===== src/rtl/lod8_arb_pkg.sv =====
// Shared types and helpers for the lod8-based round-robin arbiter.
// The request width, id width, FSM encoding and the "below index" mask live here.
package lod8_arb_pkg;

    localparam int NREQ = 8;
    localparam int IDW  = 3;

    typedef enum logic [1:0] {
        IDLE,
        SCAN_LO,
        SCAN_ALL,
        GRANT
    } arb_state_t;

    // Bits strictly below index k; below_mask(0) is empty.
    function automatic logic [NREQ-1:0] below_mask(input logic [IDW-1:0] k);
        return (NREQ'(1) << k) - NREQ'(1);
    endfunction

endpackage


===== src/rtl/lod8_rr_arbiter_if.sv =====
// Request/grant bundle between the requesters (master) and the arbiter (slave).
interface lod8_rr_arbiter_if;
    import lod8_arb_pkg::*;

    logic [NREQ-1:0] rx_req;
    logic            rx_release;
    logic            tx_grant_valid;
    logic [IDW-1:0]  tx_grant_id;
    logic [NREQ-1:0] tx_grant_onehot;
    logic            tx_timeout;
    logic            tx_busy;

    modport master (
        output rx_req, rx_release,
        input  tx_grant_valid, tx_grant_id, tx_grant_onehot, tx_timeout, tx_busy
    );

    modport slave (
        input  rx_req, rx_release,
        output tx_grant_valid, tx_grant_id, tx_grant_onehot, tx_timeout, tx_busy
    );

endinterface


===== src/rtl/lod8_rr_arbiter_lod8.sv =====
// Leading-one detector for 8 bits: reports the highest set index when enabled,
// and holds its last result while disabled.
module lod8
    import lod8_arb_pkg::*;
(
    input  logic            clk,
    input  logic            rst_n,
    input  logic            rx_enable,
    input  logic [NREQ-1:0] rx_data,
    output logic [IDW-1:0]  tx_data,
    output logic            tx_hotflag
);

    logic [IDW-1:0] w_idx;
    logic           w_hot;
    logic [IDW-1:0] r_idx;
    logic           r_hot;

    // NOTE: every always_comb output gets a default first, otherwise an
    // incomplete assignment path infers a latch.
    always_comb begin
        w_idx = '0;
        w_hot = 1'b0;
        for (int i = 0; i < NREQ; i++) begin
            if (rx_data[i]) begin
                w_idx = IDW'(i);
                w_hot = 1'b1;
            end
        end
    end

    // NOTE: sequential state uses non-blocking assignments so all flops
    // update together from pre-edge values.
    always_ff @(posedge clk or negedge rst_n) begin
        if (!rst_n) begin
            r_idx <= '0;
            r_hot <= 1'b0;
        end else if (rx_enable) begin
            r_idx <= w_idx;
            r_hot <= w_hot;
        end
    end

    assign tx_data    = rx_enable ? w_idx : r_idx;
    assign tx_hotflag = rx_enable ? w_hot : r_hot;

endmodule


===== src/rtl/lod8_rr_arbiter.sv =====
// Round-robin arbiter for 8 requesters: scans below the last winner first, then
// all requests, using one shared lod8. Grants end on release, abandon or timeout.
module lod8_rr_arbiter
    import lod8_arb_pkg::*;
#(
    parameter int HOLD_MAX = 16
) (
    input  logic              aclk,
    input  logic              areset,
    lod8_rr_arbiter_if.slave  bus
);

    localparam int CNTW = (HOLD_MAX > 0) ? $clog2(HOLD_MAX + 1) : 1;

    arb_state_t      r_state;
    arb_state_t      w_next;
    logic [IDW-1:0]  r_ptr;
    logic [NREQ-1:0] r_req_q;
    logic [IDW-1:0]  r_grant_id;
    logic [CNTW-1:0] r_cnt;
    logic            r_timeout;

    logic [NREQ-1:0] w_lod_in;
    logic            w_lod_en;
    logic [IDW-1:0]  w_lod_idx;
    logic            w_lod_hot;
    logic            w_abandon;
    logic            w_hold_exp;
    logic            w_exit;
    logic            w_force;

    assign w_lod_en = (r_state == SCAN_LO) || (r_state == SCAN_ALL);
    assign w_lod_in = (r_state == SCAN_LO) ? (r_req_q & below_mask(r_ptr)) : r_req_q;

    lod8 u_lod (
        .clk        (aclk),
        .rst_n      (~areset),
        .rx_enable  (w_lod_en),
        .rx_data    (w_lod_in),
        .tx_data    (w_lod_idx),
        .tx_hotflag (w_lod_hot)
    );

    // Release outranks abandon, which outranks timeout; a forced release only
    // reports tx_timeout when neither of the others is present.
    assign w_abandon  = ~bus.rx_req[r_grant_id];
    assign w_hold_exp = (HOLD_MAX != 0) && (int'(r_cnt) == HOLD_MAX - 1);
    assign w_exit     = bus.rx_release | w_abandon | w_hold_exp;
    assign w_force    = w_hold_exp & ~bus.rx_release & ~w_abandon;

    always_comb begin
        w_next = r_state;
        unique case (r_state)
            IDLE:     if (|bus.rx_req) w_next = SCAN_LO;
            SCAN_LO:  w_next = w_lod_hot ? GRANT : SCAN_ALL;
            SCAN_ALL: w_next = w_lod_hot ? GRANT : IDLE;
            GRANT:    if (w_exit) w_next = IDLE;
            default:  w_next = IDLE;
        endcase
    end

    always_ff @(posedge aclk or posedge areset) begin
        if (areset) begin
            r_state    <= IDLE;
            r_ptr      <= '0;
            r_req_q    <= '0;
            r_grant_id <= '0;
            r_cnt      <= '0;
            r_timeout  <= 1'b0;
        end else begin
            r_state   <= w_next;
            r_timeout <= 1'b0;
            unique case (r_state)
                IDLE: begin
                    if (|bus.rx_req) r_req_q <= bus.rx_req;
                end
                SCAN_LO, SCAN_ALL: begin
                    if (w_lod_hot) r_grant_id <= w_lod_idx;
                end
                GRANT: begin
                    if (w_exit) begin
                        r_ptr     <= r_grant_id;
                        r_cnt     <= '0;
                        r_timeout <= w_force;
                    end else begin
                        r_cnt <= r_cnt + 1'b1;
                    end
                end
                default: ;
            endcase
        end
    end

    assign bus.tx_grant_valid  = (r_state == GRANT);
    assign bus.tx_grant_id     = r_grant_id;
    assign bus.tx_grant_onehot = (r_state == GRANT) ? (NREQ'(1) << r_grant_id) : '0;
    assign bus.tx_timeout      = r_timeout;
    assign bus.tx_busy         = (r_state != IDLE);

endmodule

===== src/flat_wrapper.sv =====
// flat-port wrapper written by rule: the top's interface ports become plain ports
module lod8_rr_arbiter_flat import lod8_arb_pkg::*;
#(
    parameter int HOLD_MAX = 16
)
  (aclk, areset, bus_rx_req, bus_rx_release, bus_tx_grant_valid, bus_tx_grant_id, bus_tx_grant_onehot, bus_tx_timeout, bus_tx_busy);
  lod8_rr_arbiter_if bus_i ();
  input  logic aclk;
  input  logic areset;
  input wire logic [$bits(bus_i.rx_req)-1:0] bus_rx_req;
  input wire logic [$bits(bus_i.rx_release)-1:0] bus_rx_release;
  output wire logic [$bits(bus_i.tx_grant_valid)-1:0] bus_tx_grant_valid;
  output wire logic [$bits(bus_i.tx_grant_id)-1:0] bus_tx_grant_id;
  output wire logic [$bits(bus_i.tx_grant_onehot)-1:0] bus_tx_grant_onehot;
  output wire logic [$bits(bus_i.tx_timeout)-1:0] bus_tx_timeout;
  output wire logic [$bits(bus_i.tx_busy)-1:0] bus_tx_busy;
  assign bus_i.rx_req = bus_rx_req;
  assign bus_i.rx_release = bus_rx_release;
  assign bus_tx_grant_valid = bus_i.tx_grant_valid;
  assign bus_tx_grant_id = bus_i.tx_grant_id;
  assign bus_tx_grant_onehot = bus_i.tx_grant_onehot;
  assign bus_tx_timeout = bus_i.tx_timeout;
  assign bus_tx_busy = bus_i.tx_busy;
  lod8_rr_arbiter #(.HOLD_MAX(HOLD_MAX)) u_core (.aclk(aclk), .areset(areset), .bus(bus_i));
endmodule

===== config.mk =====
export PLATFORM = sky130hd
export DESIGN_NAME = lod8_rr_arbiter_flat
export DESIGN_NICKNAME = d
export VERILOG_FILES = /design/src/rtl/lod8_arb_pkg.sv /design/src/rtl/lod8_rr_arbiter_if.sv /design/src/rtl/lod8_rr_arbiter_lod8.sv /design/src/rtl/lod8_rr_arbiter.sv /design/src/flat_wrapper.sv
export SDC_FILE = /design/constraint.sdc
export NUM_CORES = 1
export LEC_CHECK = 0
export CAP_MARGIN = 10
export CORE_MARGIN = 3
export CORE_UTILIZATION = 56
export DETAILED_ROUTE_END_ITERATION = 10
export HOLD_SLACK_MARGIN = 0.12
export MAX_ROUTING_LAYER = met4
export PLACE_DENSITY = 0.83
export SKIP_LAST_GASP = 1
export SLEW_MARGIN = 20
export SYNTH_ARGS = -nofsm -noshare
export SYNTH_HDL_FRONTEND = slang
export SYNTH_SLANG_ARGS = --single-unit

===== constraint.sdc =====
create_clock -name aclk -period 7.58 [get_ports aclk]
set_input_delay 1.516 -clock aclk [delete_from_list [all_inputs] [get_ports aclk]]
set_output_delay 1.516 -clock aclk [all_outputs]
set_load 0.01 [all_outputs]

# Word level (Yosys, flattened, before mapping)
# Index checks and enable logic that the tools add are counted.
# word_totals
wordCells	64
in_bits	11
register_bits	26
# classes
n_shift	2
n_mux	29
bitwise	7
order_cmp	1
add_sub_neg	2
n_eq_ne	6
n_reduce_logical	9
# op_table
op	count
3-bit two-way mux	7
8-bit two-way mux	2
1-bit by 3-bit left shift with 8-bit output (first input constant)	2
1-bit two-way mux	14
8-bit AND	1
2-bit one-hot mux with 4 select lines	1
2-bit AND reduction	4
8-bit OR reduction	1
8-bit by 2-bit subtractor with 8-bit output (second input constant)	1
2-bit two-way mux	3
5-bit by 1-bit adder with 5-bit output (second input constant)	1
5-bit equality test (second input constant)	1
5-bit two-way mux	1
2-bit equality test (second input constant)	2
3-bit by 4-bit less-than comparator with 1-bit output (second input constant)	1
2-bit by 1-bit inequality test with 1-bit output (second input constant)	2
1-bit binary-select mux with 3-bit select	1
1-bit AND	2
2-bit by 1-bit equality test with 1-bit output (second input constant)	1
2-bit logical NOT	1
1-bit inverter	2
1-bit OR	2
2-bit nonzero test	1
2-bit OR reduction	1
1-bit logical OR	1

# Logic depth before layout (Yosys ltp)
# Gate-level depths: netlist of run 1.
# depth
depth_word	15
mapped_depth	11
mapped_depth_nobuf	9

# Hierarchy
# A second synthesis of run 1 with hierarchy kept.
# unflattened
cells_unflattened	166
area_unflattened_um2	1508.9
# by_module_without_submodules
mod	instances	area_each_um2	cells_per_inst
lod8_rr_arbiter	1	1313.8	143
lod8	1	195.2	23

# Least setup slack after synthesis of run 1
# Ideal clock, no wire load.
# synth_timing
kind	register -> output
start	register u_core.r_state[0]
end	output bus_tx_grant_onehot[1]
t_arrival_ns	1.300
stages_incl_launch_ff	5
path_slack_ns	4.764
path_cell_list	dfrtp_1 -> ha_1 -> clkbuf_1 -> nand2_1 -> nor3_1
# synth_via
elab_chain_len	2
# synth_rtl
element	line_no	rtl
start: declaration	lod8_rr_arbiter.sv:15	arb_state_t r_state;
start signal: assignment	lod8_rr_arbiter.sv:71	r_state <= w_next;
2-bit equality test	--	
named net bus_tx_grant_valid	flat_wrapper.sv:12	output wire logic [$bits(bus_i.tx_grant_valid)-1:0] bus_tx_grant_valid;
8-bit two-way mux	lod8_rr_arbiter.sv:96	assign bus.tx_grant_onehot = (r_state == GRANT) ? (NREQ'(1) << r_grant_id) : '0;
end: declaration	flat_wrapper.sv:14	output wire logic [$bits(bus_i.tx_grant_onehot)-1:0] bus_tx_grant_onehot;
# The timed path passes the listed nets, and every way through them passes these cells.

# Worst setup path after layout of run 1
# layout_timing
start	register u_core.r_state[0]
end	output bus_tx_grant_onehot[0]
# layout_via
elab_chain_len	2
# layout_rtl
element	line_no
2-bit equality test	lod8_rr_arbiter.sv:96
8-bit two-way mux	lod8_rr_arbiter.sv:96
# No other way between the ends.

==> results.sh, run 1 <==
export IMPL_cts_resized=0
export IMPL_synth_compound_area_share_pct=16.98
export IMPL_grt_usage_pct=23.17
export IMPL_avgRoutedWirePerCell_um=15.54
export IMPL_cts_max_level=1
export IMPL_tightest_slew_ns=0.8499
export IMPL_port_buffers=24
export IMPL_setup_violations=0
export IMPL_fin_crit_ns=3.618
export IMPL_cp_required_ns=6.06
export IMPL_cts_tree="yes"
export IMPL_drive_above_1_share_pct=7.407
export IMPL_hp_class="register to register"
export IMPL_synthFlopType="dfrtp_1"
export IMPL_clockBufferDepth=2
export IMPL_grt_overflow=0
export IMPL_status="finished, final reports clean"
export IMPL_async_flop_share_pct=100.0
export IMPL_synth_common_cells="nand2_1 (38), dfrtp_1 (23), nor2_1 (14)"
export IMPL_place_inst=215
export IMPL_finalClockSkew_ns=0.009752
export IMPL_clock_latency_ns=0.31
export IMPL_drt_iter0_drc=74
export IMPL_muxShareOfSynthArea_pct=4.225
export IMPL_yosys_area_top_type="dfrtp_1"
export IMPL_ys_seq_elements=23
export IMPL_crit_fanout=12
export IMPL_final_hold_violation_count=0
export IMPL_die_area_sq_um=3356
export IMPL_cts_root_buf="clkbuf_4"
export IMPL_clkSinkCount=23
export IMPL_startpoint_type="register"
export IMPL_final_cells=219
export IMPL_synth_xor_xnor_area_share_pct=0.5800
export IMPL_ant_nets=0
export IMPL_synthSimpleGateAreaFrac_pct=28.91
export IMPL_layout_nets=208
export IMPL_yosys_top_cells_area="dfrtp_1 (38%), nand2_1 (9.4%), ha_1 (5.8%)"
export IMPL_finalMaxSlewViolations=0
export IMPL_grt_pass1_wl_um=5816
export IMPL_area_growth_pct=17.32
export IMPL_synthAdderAreaFrac_pct=5.800
export IMPL_antenna_found_initial=0
export IMPL_place_gp_congestion=0.9512
export IMPL_relSlewSlack_pct=43.28
export IMPL_syn_num_nets=187
export IMPL_yosysWarningCount=0
export IMPL_avgViaCountPerCell=6.073
export IMPL_drv_cap=0
export IMPL_dr_pass1_iters=7
export IMPL_drc=0
export IMPL_totalWireLength_um=3404
export IMPL_die_h_um=57.93
export IMPL_peakVddDrop_v=0.0002561
export IMPL_die_w_um=57.93
export IMPL_rsz0062_at_grt="false"
export IMPL_hpwl_um=2683
export IMPL_grt_pass1_vias=1305
export IMPL_utilization_pct=70.24
export IMPL_synth_most_common_cell="nand2_1"
export IMPL_p_leak_uw=0.0007732
export IMPL_cts_buffers=3
export IMPL_synth_edf_count=0
export IMPL_syn_inst=169
export IMPL_synth_cell_area_sq_um=1510
export IMPL_yosysUniqueCellTypes=50
export IMPL_yosysSeqAreaShare_pct=38.11
export IMPL_synth_top_family_by_area="simple AND/OR/NAND/NOR gates"
export IMPL_cp_arrival_ns=2.10
export IMPL_ios=25
export IMPL_tns_ns=0
export IMPL_syn_avg_cell_area_sq_um=8.936
export IMPL_vias=1330
export IMPL_antenna_diode_count=0
export IMPL_grt_max_degree=24
export IMPL_core_sq_um=2522
export IMPL_ctsHoldBuffers=0
export IMPL_post_cts_setup_buffers=0
export IMPL_max_freq_ghz=0.2764
export IMPL_rows=18
export IMPL_period_share_pct=47.74
export IMPL_fillers=210
export IMPL_p_per_area_nw_per_um2=418.4
export IMPL_critPathCaptureType="primary output"
export IMPL_start_util_pct=59.87
export IMPL_cts_clk_slew_worst_paths_ns=0.13
export IMPL_path_class="register to primary output"
export IMPL_yosys_area_top_type_share_pct=38.11
## cells by family after synthesis
group,Yosys count
AND/OR/NAND/NOR,84
flip-flops,23
multiplexers,5
buffers and inverters,18
XOR/XNOR,1
AO/OA/AOI/OAI,31
adder cells (fa/ha/maj),7
## critical path: stages (launching register included)
cell	delay [ns]
dfrtp_1	0.44
ha_1	0.42
nand2b_1	0.18
nor3_1	0.19
clkdlybuf4s50_1	0.57
## area by class of cell
cell class	count	area, sq um	area share, %
Inverter	10	37.54	2.119
Tap cell	30	37.54	2.119
Sequential cell	23	575.6	32.49
Multi-Input combinational cell	128	853.3	48.16
Timing Repair Buffer	24	240.2	13.56
Clock inverter	1	5.005	0.2825
Clock buffer	3	22.52	1.271
## metal layers
metal  GRT usage (%)  share of wire (%)
met2           36.94                 50
met4           7.285                1.2
met3           3.118                4.2
met1           30.67                 44
met5               -                  0
## path summary, 6_finish.rpt
kind                                               startpoint                       endpoint  slack, ns  depth (start not counted)
worst min-delay path              u_core.r_cnt[0]$_DFFE_PP0P_    u_core.r_cnt[0]$_DFFE_PP0P_       0.51                          1
worst max-delay path            u_core.r_state[0]$_DFFE_PP0P_         bus_tx_grant_onehot[0]       3.96                          4
worst max register to register    u_core.r_ptr[2]$_DFFE_PP0P_  u_core.r_state[0]$_DFFE_PP0P_       4.62                          8
max in group asynchronous                              areset   u_core.u_lod.r_hot$_DFF_PP0_       5.39                          2
worst min register to register    u_core.r_cnt[0]$_DFFE_PP0P_    u_core.r_cnt[0]$_DFFE_PP0P_       0.51                          1
min in group asynchronous                              areset    u_core.r_ptr[1]$_DFFE_PP0P_       1.66                          2
## per-stage QoR
stage,setup slack (ns),hold slack [ns],instance area [sq um],power (uW)
4_1_cts,4.003,0.5078,1772,741.9
5_1_grt,3.829,0.5348,1772,805.1
6_report,3.962,0.5068,1772,741.2
3_5_place_dp,4.133,0.4901,1744,684.8
2_1_floorplan,4.764,0.4462,1510,568.8
3_3_place_gp,4.232,0.4801,1744,662.5
## sequential cells by signal, summed over array words and instances, names as in the netlist
register                cells
u_core.r_ptr                3
u_core.r_cnt                5
u_core.r_state              2
u_core.bus.tx_grant_id      3
u_core.r_req_q              8
u_core.bus.tx_timeout       1
u_core.u_lod.r_hot          1
## power by group
| part | internal [uW] | switching, uW | total, uW | leakage, uW |
|---|---|---|---|---|
| Clock | 19.7 | 35.8 | 55.5 | 0.0000177 |
| Sequential | 175 | 79.3 | 254 | 0.000284 |
| Combinational | 199 | 233 | 432 | 0.000471 |
## placed cells by master, fill, tap and decap left out, types with 2 or more instances in the layout
cell / Yosys / routed
clkbuf_4: 0 / 3
nand2b_1: 4 / 4
nor2b_1: 2 / 2
or4_1: 2 / 2
and3_1: 2 / 2
nor2_1: 14 / 14
dfrtp_1: 23 / 23
a22o_1: 2 / 2
ha_1: 7 / 7
and4_1: 2 / 2
nor3_1: 4 / 4
a21oi_1: 2 / 2
o41ai_4: 2 / 2
o21ai_1: 3 / 3
nor4b_1: 2 / 2
nand3_1: 2 / 2
clkdlybuf4s50_1: 0 / 24
nand2_1: 38 / 38
o2bb2ai_1: 3 / 3
inv_1: 9 / 9
mux2i_1: 3 / 3
nor3b_1: 2 / 2
o21ai_0: 8 / 8
No activity file was read; power rests on OpenSTA's default activity.
==> inputs of run 2 (changes only) <==
--- a/config.mk
+++ b/config.mk
@@ -7,11 +7,11 @@
 export LEC_CHECK = 0
 export CAP_MARGIN = 10
 export CORE_MARGIN = 3
-export CORE_UTILIZATION = 56
+export CORE_UTILIZATION = 52
 export DETAILED_ROUTE_END_ITERATION = 10
 export HOLD_SLACK_MARGIN = 0.12
 export MAX_ROUTING_LAYER = met4
-export PLACE_DENSITY = 0.83
+export PLACE_DENSITY = 0.78
 export SKIP_LAST_GASP = 1
 export SLEW_MARGIN = 20
 export SYNTH_ARGS = -nofsm -noshare
==> constraint.sdc (replaced) <==
create_clock -name aclk -period 3.7 [get_ports aclk]
set_input_delay 0.74 -clock aclk [delete_from_list [all_inputs] [get_ports aclk]]
set_output_delay 0.74 -clock aclk [all_outputs]
set_load 0.01 [all_outputs]
==> run 2 against run 1 <==
Compared with the run above:
- cell area about the same
- setup slack worse by 3.1 ns
- die area up 6.9%
- critical path type unchanged
- register-to-register slack worse by 3.8 ns
- highest routed layer unchanged
- critical endpoint is now bus_tx_grant_onehot[1]
- first-iteration DRC count down 31%
- sequential share of layout area about the same
- worst hold slack worse by 0.00081 ns
==> results.sh, run 2 (synthesized netlist as in run 1, its figures left out) <==
export IMPL_setup_violations=0
export IMPL_final_hold_violation_count=0
export IMPL_avgRoutedWirePerCell_um=14.50
export IMPL_clkSinkCount=23
export IMPL_rows=18
export IMPL_p_sw_uw=694.3
export IMPL_grt_pass1_vias=1196
export IMPL_avgViaCountPerCell=5.954
export IMPL_final_common_cell="nand2_1"
export IMPL_r2r_cells=8
export IMPL_die_h_um=59.89
export IMPL_tns_ns=0
export IMPL_max_freq_ghz=0.3495
export IMPL_rr_startpoint="u_core.r_ptr[2]$_DFFE_PP0P_"
export IMPL_layout_nets=208
export IMPL_path_class="register to primary output"
export IMPL_die_area_sq_um=3587
export IMPL_ctsHoldBuffers=0
export IMPL_ios=25
export IMPL_period_share_pct=77.34
export IMPL_grt_usage_pct=20.55
export IMPL_cts_root_buf="clkbuf_4"
export IMPL_layout_common_cells="nand2_1 (38), clkdlybuf4s50_1 (24), dfrtp_1 (23), nor2_1 (14), inv_1 (9)"
export IMPL_dr_pass1_iters=4
export IMPL_drv_cap=0
export IMPL_totalWireLength_um=3175
export IMPL_p_per_area_nw_per_um2=847.4
export IMPL_startpoint_type="register"
export IMPL_cts_resized=0
export IMPL_netSwitchingFraction_pct=46.28
export IMPL_antenna_found_initial=0
export IMPL_cp_required_ns=2.96
export IMPL_finalMaxSlewViolations=0
export IMPL_hpwl_um=2507
export IMPL_cp_arrival_ns=2.12
export IMPL_drive_above_1_share_pct=6.878
export IMPL_largest_register="u_core.r_req_q"
export IMPL_cts_clk_slew_worst_paths_ns=0.13
export IMPL_grt_overflow=0
export IMPL_vias=1304
export IMPL_fin_crit_ns=2.862
export IMPL_r2r_end="u_core.r_state[0]$_DFFE_PP0P_"
export IMPL_peakVddDrop_v=0.0005176
export IMPL_core_sq_um=2613
export IMPL_top_regs="u_core.r_req_q (8), u_core.r_cnt (5)"
export IMPL_whs_path_depth=1
export IMPL_tightest_slew_ns=0.8586
export IMPL_antenna_diode_count=0
export IMPL_die_w_um=59.89
export IMPL_grt_pass1_wl_um=5375
export IMPL_post_cts_setup_buffers=0
export IMPL_min_delay_start="u_core.r_cnt[3]$_DFFE_PP0P_"
export IMPL_largest_register_ffs=8
export IMPL_place_gp_congestion=0.8649
export IMPL_grt_max_degree=24
export IMPL_ant_nets=0
export IMPL_hp_class="register to register"
export IMPL_rsz0062_at_grt="false"
export IMPL_finalClockSkew_ns=0.007290
export IMPL_power_frac_comb_pct=58.2
export IMPL_p_leak_uw=0.0007705
export IMPL_drc=0
export IMPL_crit_fanout=12
export IMPL_r2r_setup_slack_ns=0.84
export IMPL_cts_tree="yes"
export IMPL_hold_end="u_core.r_cnt[3]$_DFFE_PP0P_"
export IMPL_drt_iter0_drc=51
export IMPL_p_int_uw=806.0
export IMPL_cts_buffers=3
export IMPL_critPathCaptureType="primary output"
export IMPL_placed_cell_area_sq_um=1744
export IMPL_final_cell_area_sq_um=1770
export IMPL_clock_latency_ns=0.31
export IMPL_seqPwrFrac_pct=33.9
export IMPL_port_buffers=24
export IMPL_clkPwrFrac_pct=7.8
export IMPL_status="finished, final reports clean"
export IMPL_clockBufferDepth=2
export IMPL_area_growth_pct=17.23
export IMPL_fillers=225
export IMPL_relSlewSlack_pct=42.70
export IMPL_cts_max_level=1
export IMPL_start_util_pct=57.81
[run 2: how the worst max path moves through the flow]
stage                     cells after the start                            end  slack [ns]                          start
final                                         4         bus_tx_grant_onehot[1]        0.84  u_core.r_state[0]$_DFFE_PP0P_
after global routing                          8  u_core.r_state[0]$_DFFE_PP0P_        0.64    u_core.r_ptr[2]$_DFFE_PP0P_
after CTS                                     8  u_core.r_state[0]$_DFFE_PP0P_        0.83    u_core.r_ptr[2]$_DFFE_PP0P_
after detailed placement                      8  u_core.r_state[0]$_DFFE_PP0P_        0.86    u_core.r_ptr[2]$_DFFE_PP0P_
after global placement                        8  u_core.r_state[0]$_DFFE_PP0P_        1.01    u_core.r_ptr[2]$_DFFE_PP0P_
after floorplan                              10  u_core.r_state[0]$_DFFE_PP0P_        1.02    u_core.r_ptr[2]$_DFFE_PP0P_
[run 2: through the flow]
| stage | worst slack (ns) | util (%) | std cells | hold slack, ns | total power (uW) |
|---|---|---|---|---|---|
| 4_1_cts | 0.8283 | 67.77 | 219 | 0.5104 | 1498 |
| 3_3_place_gp | 1.007 | 66.76 | 215 | 0.4781 | 1355 |
| 2_1_floorplan | 1.018 | - | 169 | 0.4462 | 1165 |
| 6_report | 0.8385 | 67.77 | 219 | 0.5060 | 1500 |
| 5_1_grt | 0.6380 | 67.77 | 219 | 0.5331 | 1641 |
| 3_5_place_dp | 0.8584 | 66.76 | 215 | 0.4845 | 1381 |
[run 2: area by class of cell]
type	count	area [sq um]	area share [%]
Multi-Input combinational cell	128	853.3	48.20
Sequential cell	23	575.6	32.51
Tap cell	30	37.54	2.120
Clock buffer	4	26.28	1.484
Timing Repair Buffer	24	240.2	13.57
Inverter	10	37.54	2.120
[run 2: worst max-delay path: stages, from the launching register on]
cell and delay (ns):
dfrtp_1 0.45, ha_1 0.42, nand2_1 0.18, nor3_1 0.18
clkdlybuf4s50_1 0.57
[run 2: per-layer routing]
| layer | GRT usage (%) | share of wire [%] | vias to the layer above | wire length, um |
|---|---|---|---|---|
| li1 | - | - | 637 | - |
| met1 | 27.25 | 45 | 611 | 1434 |
| met2 | 33.33 | 46 | 52 | 1473 |
| met3 | 2.160 | 7.3 | 4 | 232 |
| met4 | 5.696 | 1.1 | 0 | 35 |
| met5 | - | 0 | - | 0 |
[run 2: power by group through the flow]
stage	clock network [uW]	logic [uW]	registers [uW]
global placement	0	849	505
detailed placement	0	870	511
finish	118	874	509
CTS	115	878	506
floorplan	0	721	444
global route	128	983	531
